File: src/rtl/iobus_uart_tx_if.sv
// IOBUS responder port bundle: the MCU drives address, write data and strobe;
// each responder returns read data that is zero outside its own window.
interface iobus_uart_tx_if;
    logic [31:0] IOBUS_ADDR;
    logic [31:0] IOBUS_OUT;
    logic        IOBUS_WR;
    logic [31:0] IOBUS_IN;

    modport master (
        output IOBUS_ADDR,
        output IOBUS_OUT,
        output IOBUS_WR,
        input  IOBUS_IN
    );

    modport slave (
        input  IOBUS_ADDR,
        input  IOBUS_OUT,
        input  IOBUS_WR,
        output IOBUS_IN
    );
endinterface

File: src/rtl/iobus_uart_tx.sv
// IOBUS-mapped 8N1 UART transmitter: DATA/STATUS/CTRL window, byte FIFO, registered TX.
// Define IOBUS_UART_TX_INT_EN to build the CTRL register and the TX_IRQ level interrupt.
module iobus_uart_tx #(
    parameter logic [31:0] BASE_ADDR  = 32'h1100_0100,
    parameter int          CLK_RATE   = 50,
    parameter int          BAUD       = 115200,
    parameter int          FIFO_DEPTH = 8
) (
    input  logic           CLK,
    input  logic           RST_N,
    iobus_uart_tx_if.slave bus,
    output logic           TX,
    output logic           TX_IRQ
);
    // DIV must be at least 2 so the bit counter has a nonzero width
    localparam int DIV = (CLK_RATE * 1_000_000) / BAUD;
    localparam int CW  = $clog2(DIV);
    localparam int AW  = $clog2(FIFO_DEPTH);

    localparam logic [CW-1:0] DIV_M1    = CW'(DIV - 1);
    localparam logic [AW:0]   DEPTH_C   = (AW + 1)'(FIFO_DEPTH);
    localparam logic [31:0]   ADDR_DATA = BASE_ADDR;
    localparam logic [31:0]   ADDR_STAT = BASE_ADDR + 32'd4;
    localparam logic [31:0]   ADDR_CTRL = BASE_ADDR + 32'd8;

    typedef enum logic [1:0] {
        S_IDLE,
        S_START,
        S_DATA,
        S_STOP
    } state_e;

    state_e          state_q, state_d;
    logic [CW-1:0]   cnt_q, cnt_d;
    logic [2:0]      bit_q, bit_d;
    logic [7:0]      shift_q, shift_d;
    logic            tx_q, tx_d;

    logic [7:0]      mem_q [FIFO_DEPTH];
    logic [AW-1:0]   wptr_q, wptr_d;
    logic [AW-1:0]   rptr_q, rptr_d;
    logic [AW:0]     count_q, count_d;
    logic            ovf_q, ovf_d;

    logic            hit_data, hit_stat, hit_ctrl;
    logic            wr_data, wr_stat;
    logic            full, empty, busy;
    logic            push, pop;
    logic [7:0]      head;
    logic [31:0]     status_w, ctrl_rd, rd_data;
    logic            unused_out;

    assign hit_data = (bus.IOBUS_ADDR == ADDR_DATA);
    assign hit_stat = (bus.IOBUS_ADDR == ADDR_STAT);
    assign hit_ctrl = (bus.IOBUS_ADDR == ADDR_CTRL);
    assign wr_data  = bus.IOBUS_WR & hit_data;
    assign wr_stat  = bus.IOBUS_WR & hit_stat;

    assign unused_out = ^bus.IOBUS_OUT[31:8];

    assign full  = (count_q == DEPTH_C);
    assign empty = (count_q == '0);
    assign busy  = ~empty | (state_q != S_IDLE);
    assign head  = mem_q[rptr_q];

    // A push into a full FIFO is only accepted when the FSM frees a slot in the same cycle
    assign push = wr_data & (~full | pop);

    always_comb begin
        ovf_d = ovf_q;
        if (wr_data && full && !pop) begin
            ovf_d = 1'b1;
        end else if (wr_stat && bus.IOBUS_OUT[3]) begin
            ovf_d = 1'b0;
        end
    end

    always_comb begin
        wptr_d  = wptr_q;
        rptr_d  = rptr_q;
        count_d = count_q;
        if (push) begin
            wptr_d = wptr_q + AW'(1);
        end
        if (pop) begin
            rptr_d = rptr_q + AW'(1);
        end
        case ({push, pop})
            2'b10:   count_d = count_q + (AW + 1)'(1);
            2'b01:   count_d = count_q - (AW + 1)'(1);
            default: count_d = count_q;
        endcase
    end

    // tx_d is the line level for the state being entered, so TX changes with the state
    always_comb begin
        state_d = state_q;
        cnt_d   = cnt_q;
        bit_d   = bit_q;
        shift_d = shift_q;
        tx_d    = tx_q;
        pop     = 1'b0;
        case (state_q)
            S_IDLE: begin
                tx_d = 1'b1;
                if (!empty) begin
                    pop     = 1'b1;
                    shift_d = head;
                    cnt_d   = DIV_M1;
                    tx_d    = 1'b0;
                    state_d = S_START;
                end
            end
            S_START: begin
                if (cnt_q == '0) begin
                    cnt_d   = DIV_M1;
                    bit_d   = 3'd0;
                    tx_d    = shift_q[0];
                    state_d = S_DATA;
                end else begin
                    cnt_d = cnt_q - CW'(1);
                end
            end
            S_DATA: begin
                if (cnt_q == '0) begin
                    cnt_d = DIV_M1;
                    if (bit_q == 3'd7) begin
                        tx_d    = 1'b1;
                        state_d = S_STOP;
                    end else begin
                        bit_d   = bit_q + 3'd1;
                        shift_d = {1'b0, shift_q[7:1]};
                        tx_d    = shift_q[1];
                    end
                end else begin
                    cnt_d = cnt_q - CW'(1);
                end
            end
            S_STOP: begin
                if (cnt_q == '0) begin
                    if (!empty) begin
                        pop     = 1'b1;
                        shift_d = head;
                        cnt_d   = DIV_M1;
                        tx_d    = 1'b0;
                        state_d = S_START;
                    end else begin
                        tx_d    = 1'b1;
                        state_d = S_IDLE;
                    end
                end else begin
                    cnt_d = cnt_q - CW'(1);
                end
            end
            default: begin
                tx_d    = 1'b1;
                state_d = S_IDLE;
            end
        endcase
    end

    always_ff @(posedge CLK or negedge RST_N) begin
        if (!RST_N) begin
            state_q <= S_IDLE;
            cnt_q   <= '0;
            bit_q   <= '0;
            shift_q <= '0;
            tx_q    <= 1'b1;
            wptr_q  <= '0;
            rptr_q  <= '0;
            count_q <= '0;
            ovf_q   <= 1'b0;
        end else begin
            state_q <= state_d;
            cnt_q   <= cnt_d;
            bit_q   <= bit_d;
            shift_q <= shift_d;
            tx_q    <= tx_d;
            wptr_q  <= wptr_d;
            rptr_q  <= rptr_d;
            count_q <= count_d;
            ovf_q   <= ovf_d;
        end
    end

    always_ff @(posedge CLK) begin
        if (push) begin
            mem_q[wptr_q] <= bus.IOBUS_OUT[7:0];
        end
    end

    assign TX = tx_q;

`ifdef IOBUS_UART_TX_INT_EN
    logic irq_en_q, irq_en_d;
    logic irq_q, irq_d;
    logic wr_ctrl;

    assign wr_ctrl = bus.IOBUS_WR & hit_ctrl;

    always_comb begin
        irq_en_d = irq_en_q;
        if (wr_ctrl) begin
            irq_en_d = bus.IOBUS_OUT[0];
        end
        irq_d = irq_en_q & empty & (state_q == S_IDLE);
    end

    always_ff @(posedge CLK or negedge RST_N) begin
        if (!RST_N) begin
            irq_en_q <= 1'b0;
            irq_q    <= 1'b0;
        end else begin
            irq_en_q <= irq_en_d;
            irq_q    <= irq_d;
        end
    end

    assign ctrl_rd = {31'd0, irq_en_q};
    assign TX_IRQ  = irq_q;
`else
    assign ctrl_rd = '0;
    assign TX_IRQ  = 1'b0;
`endif

    assign status_w = {17'd0, 7'(count_q), 4'd0, ovf_q, empty, full, busy};

    // Zero outside the window (and while in reset) so responders can be OR-ed together
    always_comb begin
        rd_data = '0;
        if (RST_N) begin
            if (hit_stat) begin
                rd_data = status_w;
            end else if (hit_ctrl) begin
                rd_data = ctrl_rd;
            end
        end
    end

    assign bus.IOBUS_IN = rd_data;

endmodule

File: src/flat_wrapper.sv
// flat-port wrapper written by rule: the top's interface ports become plain ports
module iobus_uart_tx_flat 
#(
    parameter logic [31:0] BASE_ADDR  = 32'h1100_0100,
    parameter int          CLK_RATE   = 50,
    parameter int          BAUD       = 115200,
    parameter int          FIFO_DEPTH = 8
)
  (CLK, RST_N, TX, TX_IRQ, bus_IOBUS_ADDR, bus_IOBUS_OUT, bus_IOBUS_WR, bus_IOBUS_IN);
  iobus_uart_tx_if bus_i ();
  input  logic CLK;
  input  logic RST_N;
  output logic TX;
  output logic TX_IRQ;
  input wire logic [$bits(bus_i.IOBUS_ADDR)-1:0] bus_IOBUS_ADDR;
  input wire logic [$bits(bus_i.IOBUS_OUT)-1:0] bus_IOBUS_OUT;
  input wire logic [$bits(bus_i.IOBUS_WR)-1:0] bus_IOBUS_WR;
  output wire logic [$bits(bus_i.IOBUS_IN)-1:0] bus_IOBUS_IN;
  assign bus_i.IOBUS_ADDR = bus_IOBUS_ADDR;
  assign bus_i.IOBUS_OUT = bus_IOBUS_OUT;
  assign bus_i.IOBUS_WR = bus_IOBUS_WR;
  assign bus_IOBUS_IN = bus_i.IOBUS_IN;
  iobus_uart_tx #(.BASE_ADDR(BASE_ADDR), .CLK_RATE(CLK_RATE), .BAUD(BAUD), .FIFO_DEPTH(FIFO_DEPTH)) u_core (.CLK(CLK), .RST_N(RST_N), .bus(bus_i), .TX(TX), .TX_IRQ(TX_IRQ));
endmodule
File: config.mk
export PLATFORM = sky130hd
export DESIGN_NAME = iobus_uart_tx_flat
export DESIGN_NICKNAME = d
export VERILOG_FILES = /design/src/rtl/iobus_uart_tx_if.sv /design/src/rtl/iobus_uart_tx.sv /design/src/flat_wrapper.sv
export SDC_FILE = /design/constraint.sdc
export NUM_CORES = 1
export LEC_CHECK = 0
export BUFFER_PORTS_ARGS = -buffer_cell sky130_fd_sc_hd__buf_2
export CAP_MARGIN = 20
export CORE_UTILIZATION = 50
export CTS_BUF_LIST = sky130_fd_sc_hd__clkbuf_16
export CTS_CLUSTER_SIZE = 16
export DETAILED_ROUTE_END_ITERATION = 10
export PLACE_DENSITY_LB_ADDON = 0.2
export SLEW_MARGIN = 20
export SYNTH_ARGS = -nofsm -noshare
export SYNTH_HDL_FRONTEND = slang
export SYNTH_SLANG_ARGS = --single-unit
File: constraint.sdc
create_clock -name CLK -period 2.7 [get_ports CLK]
set_input_delay 0.405 -clock CLK [delete_from_list [all_inputs] [get_ports CLK]]
set_output_delay 0.405 -clock CLK [all_outputs]
set_load 0.05 [all_outputs]
==> results of run 1 <==
flip-flops by register name (all words and copies together), names as in the netlist:
signal and cells:
u_core.TX 1, u_core.ovf_q 1, u_core.bit_q 3, u_core.shift_q 8, u_core.wptr_q 3, u_core.mem_q 64
u_core.rptr_q 3, u_core.state_q 2, u_core.cnt_q 9, u_core.count_q 4
power breakdown:
group	internal [mW]	switching (mW)	total, mW	leakage, nW
combinational	0.0258	0.109	0.134	1.14
sequential	1.60	0.00000000129	1.60	0.987
clock	0.660	0.606	1.27	0.150
worst max-delay path, stage by stage (launching register included):
cell and delay [ns]:
dfrtp_1 0.41, inv_2 0.11, ha_4 0.13, nor4b_4 0.28
a31oi_4 0.16, nor2_4 0.14, nand2b_1 0.08, inv_2 0.06
ha_1 0.21, a21o_1 0.18, a21o_1 0.16, o211a_1 0.11
mux2_2 0.27, xor2_1 0.14
through the flow:
step / setup slack [ns] / total power [mW]
after floorplan: 0.0173 / 1.74
after global placement: -0.0273 / 1.76
final: 0.141 / 3.00
after global routing: 0.00582 / 3.10
after detailed placement: -0.0968 / 1.77
after CTS: 0.0484 / 3.04
final cells by class:
| class | instances | area (µm²) |
|---|---|---|
| fillers | 755 | 3640 |
| flip-flops and latches | 98 | 2770 |
| multi-input cells | 235 | 1950 |
| repair buffers | 82 | 490 |
| clock buffers | 9 | 225 |
| well taps | 129 | 161 |
| clock inverters | 7 | 81.3 |
| inverters | 13 | 48.8 |
worst paths after layout:
check / start / to / slack (ns) / cells past startpoint
min in group asynchronous: RST_N / u_core.wptr_q[1]$_DFFE_PN0P_ / 0.42 / 2
setup reg to reg: u_core.cnt_q[0]$_DFF_PN0_ / u_core.count_q[3]$_DFFE_PN0P_ / 0.14 / 13
max in group asynchronous: RST_N / u_core.TX$_DFFE_PN1P_ / 1.61 / 3
setup / recovery: u_core.cnt_q[0]$_DFF_PN0_ / u_core.count_q[3]$_DFFE_PN0P_ / 0.14 / 13
hold reg to reg: u_core.shift_q[6]$_DFFE_PN0P_ / u_core.shift_q[6]$_DFFE_PN0P_ / 0.50 / 1
hold / removal: bus_IOBUS_ADDR[2] / u_core.ovf_q$_DFFE_PN0P_ / 0.31 / 2
routing by layer:
layer	share of wire [%]	wire, µm	vias up
met5	0	0	-
met4	0.75	72	0
met3	2.3	223	7
met2	53	5010	50
met1	44	4240	1542
li1	-	-	1465
logic make-up after synthesis:
family                     after synthesis  synth area share [%]
DFF                                     98                  56.7
and+or+nand+nor                         87                  10.2
AOI/OAI and AO/OA                       62                  8.90
buffers and inverters                   50                  6.01
muxes                                   39                  13.0
adders and majority gates               14                  3.73
xor gates and xnor gates                 8                  1.43
other                                    1                0.0767
synth_stat cells (3+ instances only):
| cell | number | area share (%) |
|---|---|---|
| edfxtp_1 | 64 | 39 |
| dfrtp_1 | 33 | 17 |
| buf_4 | 25 | 3.8 |
| nor2_1 | 21 | 1.6 |
| nand2_1 | 20 | 1.5 |
| mux4_2 | 16 | 7.4 |
| o21ai_0 | 16 | 1.6 |
| ha_1 | 13 | 3.3 |
| inv_1 | 13 | 1.0 |
| nor3_1 | 9 | 0.92 |
| mux2i_1 | 8 | 1.6 |
| a21oi_1 | 7 | 0.72 |
| nor4_1 | 7 | 0.90 |
| xnor2_1 | 7 | 1.3 |
| mux2_4 | 6 | 1.8 |
| a22o_1 | 5 | 0.90 |
| clkbuf_1 | 5 | 0.38 |
| nand2b_1 | 5 | 0.64 |
| o21ai_1 | 5 | 0.51 |
| a21o_1 | 4 | 0.61 |
| and2_1 | 4 | 0.51 |
| buf_2 | 4 | 0.41 |
| mux2_1 | 4 | 0.92 |
| mux2_2 | 4 | 0.92 |
| nand3_1 | 4 | 0.41 |
| a31oi_1 | 3 | 0.38 |
| nor3b_1 | 3 | 0.46 |
cells in the final DEF, fill, tap and decap left out, types with 3 or more instances in the layout:
master	synthesis	layout
edfxtp_1	64	64
buf_2	4	51
dfrtp_1	33	33
buf_4	25	30
conb_1	1	25
nor2_1	21	21
nand2_1	20	20
o21ai_0	16	16
mux4_2	16	16
ha_1	13	12
inv_1	13	10
nor3_1	9	9
clkbuf_16	0	9
mux2i_1	8	8
a21oi_1	7	7
xnor2_1	7	7
nor4_1	7	6
mux2_4	6	6
nand2b_1	5	5
o21ai_1	5	5
a22o_1	5	5
and2_1	4	4
nand3_1	4	4
mux2_1	4	4
mux2_2	4	4
a21o_1	4	4
nor3b_1	3	3
inv_2	0	3
a31oi_1	3	3
timing repair:
action	in CTS	in global routing
resized for setup	0	6
setup endpoints to repair	0	1
setup buffers	0	3
hold endpoints to repair	4	0
hold buffers	1	0
==> results.cfg, run 1 <==
[logic_synthesis]
ys_async_sr_fraction_pct = 34.7
yosys_register_bits = 98
synth_edf_count = 64
netlist_instances = 359
yosysWarnings = 0
synthFlopType = edfxtp_1
ys_seq_area_share_pct = 56.7
syn_area_um2 = 4890
synth.avg_cell_area_um2 = 13.6
synth.distinct_cells = 65

[layout]
drive_above_1_share_pct = 32.4
utilization_pct = 61.1
area_growth_pct = 17.1
antenna_cells = 0
fin_cells = 573
num-nets-final = 520
fin_area_um2 = 5730

[global_routing]
grt.met3_usage_pct = 4.09
gr-usage-met1_pct = 25.4
grt_max_degree = 31
busiest_layer = met2
grt_util_met2_pct = 36.0
grt_pass1_vias = 3044
antenna_found_initial = 0
grt-ovfl-total = 0
track_usage_pct = 20.3
grt_pass1_wl_mm = 15.4

[placed_design]
routabilityCongestion = 0.810
place_inst = 553
dpl_cell_area_um2 = 5370
hpwlAfterDp_mm = 6.66
io_buffers = 51

[sta]
fin_crit_ns = 2.56
slew_headroom_pct = 44.6
finalCritPeriodShare_pct = 94.8
holdWs_ns = 0.309
fin_skew_ns = 0.0110
max_freq_mhz = 391
finalHoldViolCount = 0
worstMarginPinSlew_ns = 0.831
tns_ns = 0
finalSetupViolations = 0
rsz0062_at_grt = false
final-max-slew-violation-count = 0

[route]
firstDrtPassIters = 4
viasPerCell = 5.35
wl_per_cell_um = 16.7
routed_wl_mm = 9.55
drc = 0
dr.first_iter.drc_count = 116
ant_nets = 0
vias = 3064

[critical_path]
criticalPathCategory = reg2reg
crit_fanout = 3
crit_path_end_kind = register
cp-start-kind = register
required_ns = 2.93
cp.arrival_ns = 2.79

[power]
leakage_nw = 2.27
power.density_nw_per_um2 = 524
max-vdd-ir-drop_v = 0.000464

[cts]
htree_levels = 3
numCtsBuffers = 9
cts.sink_count = 98
clock-root-buffer = clkbuf_16
cts_tree = done
clock_latency_ns = 0.34
clk_pin_slew_worst_paths_ns = 0.08
clockBufferDepth = 2

[run]
drv_cap = 0

[worst_hold_path]
worstHoldPathType = in2reg

[floorplanning]
rows = 35
start_util_pct = 52.2
dieArea_um2 = 10200
dieHeight_um = 101
die_w_um = 101
design.core.area_um2 = 9370
ioPinCount = 101

[outcome]
status = completed
Note: power is estimated with default switching activity, not from simulation.
==> inputs of run 2 (changes only) <==
==> constraint.sdc (replaced) <==
create_clock -name CLK -period 2.7 [get_ports CLK]
set_input_delay 0.405 -clock CLK [delete_from_list [all_inputs] [get_ports CLK]]
set_output_delay 0.405 -clock CLK [all_outputs]
set_load 0.1 [all_outputs]
==> results.cfg, run 2 (synthesized netlist as in run 1, its figures left out) <==
[route]
ant_nets = 0
routed_wl_mm = 9.45
firstDrtPassIters = 4
wl_per_cell_um = 16.4
drc = 0
viasPerCell = 5.43
dr.first_iter.drc_count = 179
vias = 3128

[sta]
fin_crit_ns = 2.55
setup_slack_ns = 0.151
rsz0062_at_grt = false
final-max-slew-violation-count = 0
finalCritPeriodShare_pct = 94.4
finalSetupViolations = 0
tns_ns = 0
worstMarginPinSlew_ns = 0.821
finalHoldViolCount = 0
fin_skew_ns = 0.0162
max_freq_mhz = 392
slew_headroom_pct = 45.3

[global_routing]
grt-ovfl-total = 0
grt_pass1_wl_mm = 15.4
antenna_found_initial = 0
track_usage_pct = 20.3
grt_pass1_vias = 3058
grt_max_degree = 31

[layout]
reg_top3 = u_core.mem_q x64, u_core.cnt_q x9, u_core.shift_q x8
largest_reg_flops = 64
drive_above_1_share_pct = 33.1
area_growth_pct = 19.9
fin_area_um2 = 5860
regMostFlops = u_core.mem_q
utilization_pct = 62.6
layout_common_cells = edfxtp_1, buf_2, buf_4, dfrtp_1, conb_1
antenna_cells = 0
num-nets-final = 523
fillers = 753
final_common_cell = edfxtp_1

[critical_path]
criticalPathCategory = reg2reg
cp-start-kind = register
rrSetupSlack_ns = 0.15
required_ns = 2.94
crit_path_end_kind = register
cp.arrival_ns = 2.79
crit_fanout = 3

[power]
combPwrFrac_pct = 6.8
max-vdd-ir-drop_v = 0.000372
switching_power_mw = 0.806
seqPwrFrac_pct = 51.7
internal_power_mw = 2.29
pwr-share-clk_pct = 41.5
switching_share_pct = 26.1
leakage_nw = 2.31
power.density_nw_per_um2 = 527

[placed_design]
pre_cts_ws_ns = -0.0652
hpwlAfterDp_mm = 6.54
dpl_cell_area_um2 = 5510
io_buffers = 51
routabilityCongestion = 0.843

[floorplanning]
rows = 35
die_w_um = 101
start_util_pct = 52.2
design.core.area_um2 = 9370
dieHeight_um = 101
ioPinCount = 101
dieArea_um2 = 10200

[cts]
clock-root-buffer = clkbuf_16
htree_levels = 3
cts.sink_count = 98
cts_tree = done
clk_pin_slew_worst_paths_ns = 0.08
clockBufferDepth = 2
numCtsBuffers = 9
clock_latency_ns = 0.35

[worst_hold_path]
worstHoldPathType = in2reg

[outcome]
status = completed

[run]
drv_cap = 0
-- run 2: cell types whose count changed in the layout (fill, tap and decap cells not counted) --
cell     previous run  this run
a21oi_1             7         6
a21oi_2             0         1
buf_12              0         8
buf_2              51        43
buf_4              30        33
ha_2                0         1
ha_4                1         0
-- run 2: final timing paths --
path / from / endpoint / cells past startpoint
setup / recovery: u_core.cnt_q[0]$_DFF_PN0_ / u_core.count_q[3]$_DFFE_PN0P_ / 13
hold / removal: bus_IOBUS_ADDR[2] / u_core.ovf_q$_DFFE_PN0P_ / 2
setup reg to reg: u_core.cnt_q[0]$_DFF_PN0_ / u_core.count_q[3]$_DFFE_PN0P_ / 13
hold reg to reg: u_core.shift_q[5]$_DFFE_PN0P_ / u_core.shift_q[5]$_DFFE_PN0P_ / 1
max in group asynchronous: RST_N / u_core.TX$_DFFE_PN1P_ / 3
min in group asynchronous: RST_N / u_core.ovf_q$_DFFE_PN0P_ / 2
-- run 2: final cells by class --
cell class	instances	area (µm²)	area share [%]
clock buffers	9	225	3.84
well taps	129	161	2.75
repair buffers	85	633	10.8
inverters	13	48.8	0.832
flip-flops and latches	98	2770	47.3
multi-input cells	235	1940	33.1
clock inverters	7	81.3	1.39
-- run 2: power groups by stage --
stage	Combinational, mW	Clock (mW)	Sequential (mW)
2_1_floorplan	0.183	0	1.63
3_3_place_gp	0.206	0	1.63
3_5_place_dp	0.210	0	1.63
4_1_cts	0.211	1.31	1.60
5_1_grt	0.220	1.36	1.60
6_report	0.210	1.28	1.60
-- run 2: repair_timing --
item                       in CTS  in global routing
hold buffers                    1                  0
hold endpoints to repair        4                  0
gates resized for setup         0                  5
setup endpoints to repair       0                  1
setup buffers                   0                  3
-- run 2: per-stage QoR --
| step | hold slack, ns | cells | total power, mW |
|---|---|---|---|
| floorplan | 0.109 | 383 | 1.82 |
| global placement | 0.256 | 556 | 1.84 |
| detailed placement | 0.262 | 556 | 1.84 |
| CTS | 0.305 | 573 | 3.12 |
| global route | 0.312 | 576 | 3.18 |
| finish | 0.312 | 576 | 3.09 |
-- run 2: worst max-delay path, stage by stage (launching register included) --
cell	delay (ns)
dfrtp_1	0.39
inv_2	0.08
ha_2	0.16
nor4b_4	0.29
a31oi_4	0.17
nor2_4	0.15
nand2b_1	0.09
inv_2	0.06
ha_1	0.22
a21o_1	0.16
a21o_1	0.16
o211a_1	0.10
mux2_2	0.27
xor2_1	0.14
-- run 2: metal layers --
layer,global-route usage (%),share of wire (%),vias up
met1,26.5,45,1567
li1,-,-,1479
met3,3.12,3.1,11
met2,35.1,51,71
met4,6.02,0.90,0
met5,0,0,-
